<file path="src/rtl/game2048_pkg.sv">
// rtl/game2048_pkg.sv - shared 2048 board types, sizes and win threshold helper
package game2048_pkg;

    localparam int TILE_W = 12;
    localparam int N      = 4;

    typedef logic [TILE_W-1:0] tile_t;
    typedef tile_t board_t [N-1:0][N-1:0];

    // One bit wider than a tile so a threshold above the tile range is representable.
    typedef logic [TILE_W:0] thr_t;

    // Winning threshold 1<<max_win; saturates to all-ones when no tile can reach it,
    // so a zero-extended tile compare never succeeds.
    function automatic thr_t win_threshold(input int max_win);
        if (max_win >= TILE_W) begin
            return '1;
        end
        return thr_t'(1) << max_win;
    endfunction

endpackage

</file>
<file path="src/rtl/board_max_tree.sv">
// rtl/board_max_tree.sv - 16-input unsigned maximum as a 4-level comparator tree
module board_max_tree
    import game2048_pkg::*;
(
    input  logic [N*N-1:0][TILE_W-1:0] tiles_i,
    output logic [TILE_W-1:0]          max_o
);

    tile_t lvl1 [8];
    tile_t lvl2 [4];
    tile_t lvl3 [2];

    // Pairwise reduction 16 -> 8 -> 4 -> 2 -> 1, keeping the larger of each pair.
    always_comb begin
        for (int i = 0; i < 8; i++) begin
            lvl1[i] = (tiles_i[2*i] >= tiles_i[2*i+1]) ? tiles_i[2*i] : tiles_i[2*i+1];
        end
        for (int i = 0; i < 4; i++) begin
            lvl2[i] = (lvl1[2*i] >= lvl1[2*i+1]) ? lvl1[2*i] : lvl1[2*i+1];
        end
        for (int i = 0; i < 2; i++) begin
            lvl3[i] = (lvl2[2*i] >= lvl2[2*i+1]) ? lvl2[2*i] : lvl2[2*i+1];
        end
        max_o = (lvl3[0] >= lvl3[1]) ? lvl3[0] : lvl3[1];
    end

endmodule

</file>
<file path="src/rtl/check_win.sv">
// rtl/check_win.sv - registered 4x4 board evaluator: win, empty, merge, game over, max tile
module check_win
    import game2048_pkg::*;
#(
    parameter int MAX_WIN = 11
) (
    input  logic                            clk,
    input  logic                            rst,
    input  logic [N-1:0][N-1:0][TILE_W-1:0] board_in,
    output logic                            result,
    output logic                            has_empty,
    output logic                            can_merge,
    output logic                            game_over,
    output logic [TILE_W-1:0]               max_tile,
    output logic [1:0]                      win_row,
    output logic [1:0]                      win_col
);

    localparam thr_t WIN_THR = win_threshold(MAX_WIN);

    logic                      win_d, win_q;
    logic [1:0]                row_d, row_q;
    logic [1:0]                col_d, col_q;
    logic                      empty_d, empty_q;
    logic                      merge_d, merge_q;
    logic                      over_d, over_q;
    logic [TILE_W-1:0]         max_d, max_q;
    logic [N*N-1:0][TILE_W-1:0] tiles_flat;

    // Row-major flattening: entry r*N+c is board_in[r][c].
    assign tiles_flat = board_in;

    board_max_tree u_max_tree (
        .tiles_i (tiles_flat),
        .max_o   (max_d)
    );

    // First winning tile in row-major order; later hits are ignored once one is found.
    always_comb begin
        win_d = 1'b0;
        row_d = 2'd0;
        col_d = 2'd0;
        for (int r = 0; r < N; r++) begin
            for (int c = 0; c < N; c++) begin
                if (!win_d && ({1'b0, board_in[r][c]} >= WIN_THR)) begin
                    win_d = 1'b1;
                    row_d = 2'(r);
                    col_d = 2'(c);
                end
            end
        end
    end

    // Empty scan plus the 24 neighbour compares; an equal pair only counts if nonzero.
    always_comb begin
        empty_d = 1'b0;
        merge_d = 1'b0;
        for (int r = 0; r < N; r++) begin
            for (int c = 0; c < N; c++) begin
                if (board_in[r][c] == '0) begin
                    empty_d = 1'b1;
                end
                if (c < N-1) begin
                    if ((board_in[r][c] != '0) && (board_in[r][c] == board_in[r][c+1])) begin
                        merge_d = 1'b1;
                    end
                end
                if (r < N-1) begin
                    if ((board_in[r][c] != '0) && (board_in[r][c] == board_in[r+1][c])) begin
                        merge_d = 1'b1;
                    end
                end
            end
        end
        over_d = !empty_d && !merge_d && !win_d;
    end

    // Single output register stage; reset clears everything including has_empty.
    always_ff @(posedge clk) begin
        if (rst) begin
            win_q   <= 1'b0;
            row_q   <= 2'd0;
            col_q   <= 2'd0;
            empty_q <= 1'b0;
            merge_q <= 1'b0;
            over_q  <= 1'b0;
            max_q   <= '0;
        end else begin
            win_q   <= win_d;
            row_q   <= row_d;
            col_q   <= col_d;
            empty_q <= empty_d;
            merge_q <= merge_d;
            over_q  <= over_d;
            max_q   <= max_d;
        end
    end

    assign result    = win_q;
    assign win_row   = row_q;
    assign win_col   = col_q;
    assign has_empty = empty_q;
    assign can_merge = merge_q;
    assign game_over = over_q;
    assign max_tile  = max_q;

endmodule

</file>
<file path="config.mk">
export PLATFORM = sky130hd
export DESIGN_NAME = check_win
export DESIGN_NICKNAME = d
export VERILOG_FILES = /design/src/rtl/game2048_pkg.sv /design/src/rtl/board_max_tree.sv /design/src/rtl/check_win.sv
export SDC_FILE = /design/constraint.sdc
export NUM_CORES = 1
export LEC_CHECK = 0
export ABC_AREA = 1
export ABC_CLOCK_PERIOD_IN_PS = 8270
export CORE_MARGIN = 2
export CORE_UTILIZATION = 45
export CTS_CLUSTER_DIAMETER = 40
export CTS_CLUSTER_SIZE = 8
export DETAILED_ROUTE_END_ITERATION = 8
export DONT_BUFFER_PORTS = 1
export SLEW_MARGIN = 10
export SYNTH_ARGS = -nofsm -noshare
export SYNTH_HDL_FRONTEND = slang
export SYNTH_HIERARCHICAL = 1
export SYNTH_SLANG_ARGS = --single-unit
</file>
<file path="constraint.sdc">
create_clock -name clk -period 8.27 [get_ports clk]
set_clock_uncertainty 0.05 [all_clocks]
set_input_delay 1.654 -clock clk [delete_from_list [all_inputs] [get_ports clk]]
set_output_delay 1.654 -clock clk [all_outputs]
set_load 0.02 [all_outputs]
</file>
==> run metrics <==
1st-iter DRT viols=1,454; Mapped Area=0.0138 mm2; commonest non-fill, non-tap cells in the layout=796 x nand2_1, 425 x inv_1, 312 x nand3_1; CP max stage delay=0.41 ns; Sw Pwr=1.45 mW; setup ws final=0.607 ns; outcome=completed; Inserted Diodes=0; fmax=131 MHz; num rows=64; final hold violations=0; Max-Cap Viols=0; pre-CTS setup slack=0.157 ns; final wirelength=59.6 mm; Avg Cell Area, Syn=5.44 um2; post-DR wirelength/cell=20.8 um; die width=179 um; Finished Layout Cells=2,872; max-slew violations=0; Critical Path Source=board_in[167]; Multi-input gate area=0.0113 mm2; commonest non-fill, non-tap cell in the layout=nand2_1; vias per cell=5.53; CP required=8.43 ns; Starting Density=45.4%; clock tree buffer depth=2; WP data arrival=7.82 ns; initial antenna violation count=0; Pre-antenna DRT Iters=6; root buf cell=clkbuf_16; Hold Path Class=in -> reg; Power Dens Cells=177 mW/mm2; layout cells sized above 1=4.68%; global-route wire length before repair=87.8 mm; GRT Util Overall=36.6%; Synth Instances=2,539; number of global-route vias before repair=14,800; Net Sw Frac=58.3%; antenna viol nets, final=0; Crit path top cell by count=nand2_1; ys flop type=dfxtp_1; count of cell types in the netlist=45; Core Region=0.0304 mm2; CTS Hold Bufs=0; H-tree levels=1; origin of the worst min-delay path=rst; clock share of power=5.7%; clock-pin slew on the worst setup and hold paths=0.06 ns; Synth async-reset ratio=0%; Crit Path Max Fanout=13; critical path class=in -> reg; EDFF count, synth=0; Final period util=92.7%; PortBufs=0; Post-Syn Nets=2,913; Reg power frac=7.1%; gpl congestion=1.04; FF+latch count, synth=20; Die Ht=179 um; Sinks on Clock Net=20; Tmin final=7.66 ns; fillers=3,431; Rel. slew slack=39.1%; Worst Max-Slew Pin Slew=0.904 ns; element type at the critical path start=primary input; final net count=2,851; Pleak=8.15 nW; Yosys warning count=6; pin count of the biggest net entering global routing=18; DR DRC count=0; Seq/Total Area, Yosys=2.90%; Util after Layout=46.1%; CTS buffer count=3; crit end category=flip-flop; Reg area=400 um2; DPL Wire Length=49.4 mm; Setup-failing EPs final=0; cell count after placement=2,862; Layout area overhead=1.72%; grt ovf=0; I/O pins=214; Max VDD drop=237 uV; internal power=1.04 mW; slowest CP cell=nor2_2; die area=0.0321 mm2; post-route cell area=0.0140 mm2; vias post-DR=15,900; placed cell area=0.0139 mm2; CTS tree=built; combinational fraction of design power=87.3%
[registers in the layout, indices dropped and copies added, names as in the netlist]
register / flops
win_row: 2
can_merge: 1
max_tile: 12
game_over: 1
has_empty: 1
win_col: 2
result: 1
[area by class of cell]
| cell class | count | area share, % |
|---|---|---|
| multi-input combinational | 2010 | 80.7 |
| inverter | 429 | 11.5 |
| tap | 396 | 3.53 |
| sequential | 20 | 2.85 |
| timing repair buffer | 12 | 0.642 |
| clock buffer | 3 | 0.535 |
| clock inverter | 1 | 0.214 |
| timing repair inverter | 1 | 0.0357 |
[final timing paths]
kind | endpoint | cells after the start
worst min-delay path | max_tile[7] | 1
worst max-delay path | max_tile[8] | 38
[Yosys cell counts, drive strengths merged (4+ instances only)]
| library cell | count | area [um2] |
|---|---|---|
| dfxtp | 20 | 400 |
| xor2 | 18 | 158 |
| nand3b | 7 | 56.3 |
| nand4 | 37 | 265 |
| nand3 | 334 | 1780 |
| a21o | 4 | 30.0 |
| nor4 | 27 | 169 |
| ha | 180 | 2250 |
| buf | 43 | 328 |
| o21ai | 22 | 110 |
| and2 | 74 | 463 |
| or2 | 7 | 43.8 |
| a21oi | 55 | 287 |
| inv | 429 | 1610 |
| clkbuf | 37 | 139 |
| nand2 | 834 | 3240 |
| nor2 | 237 | 970 |
| nor3 | 5 | 36.3 |
| xnor2 | 157 | 1380 |
[metal layers]
metal	GRT usage, %	vias to the layer above	share of wire, %	wire [um]
met2	57.9	809	43	25900
met3	6.40	151	9.8	5810
met5	0	-	0	0
li1	-	7768	-	-
met1	48.6	7146	42	25200
met4	15.4	0	4.5	2680
[power groups by stage]
stage | Combinational, mW | Clock, mW | Sequential [mW]
detailed placement | 2.09 | 0 | 0.177
global placement | 2.05 | 0 | 0.178
CTS | 2.10 | 0.141 | 0.175
global route | 2.44 | 0.145 | 0.178
floorplan | 1.64 | 0 | 0.165
finish | 2.17 | 0.141 | 0.176
[worst max-delay path: cells and delay by family]
family                   cells  cell delay, ns
AND/OR/NAND/NOR             26            3.58
buffers and inverters        5            1.08
adder cells (fa/ha/maj)      4            1.06
AO/OA/AOI/OAI                3            0.45
[through the flow]
| step | hold slack (ns) | TNS, ns | power (mW) |
|---|---|---|---|
| after global placement | 1.68 | 0 | 2.22 |
| after global routing | 1.40 | -0.00560 | 2.76 |
| after detailed placement | 1.68 | 0 | 2.27 |
| after CTS | 1.40 | 0 | 2.42 |
| after floorplan | 1.80 | 0 | 1.80 |
| final | 1.40 | 0 | 2.49 |
[kinds of logic after synthesis]
logic type | Yosys count | share of synthesized area [%]
XOR/XNOR | 175 | 11.1
buffers and inverters | 509 | 15.0
AO/OA/AOI/OAI | 92 | 3.66
flip-flops | 20 | 2.90
adder cells (fa/ha/maj) | 180 | 16.3
AND/OR/NAND/NOR | 1563 | 51.0
[timing repair]
action | CTS | global route
buffers inserted | 0 | 5
setup endpoints to repair | 0 | 12
resized for setup | 0 | 2
Power figures use the tool's default switching activity.
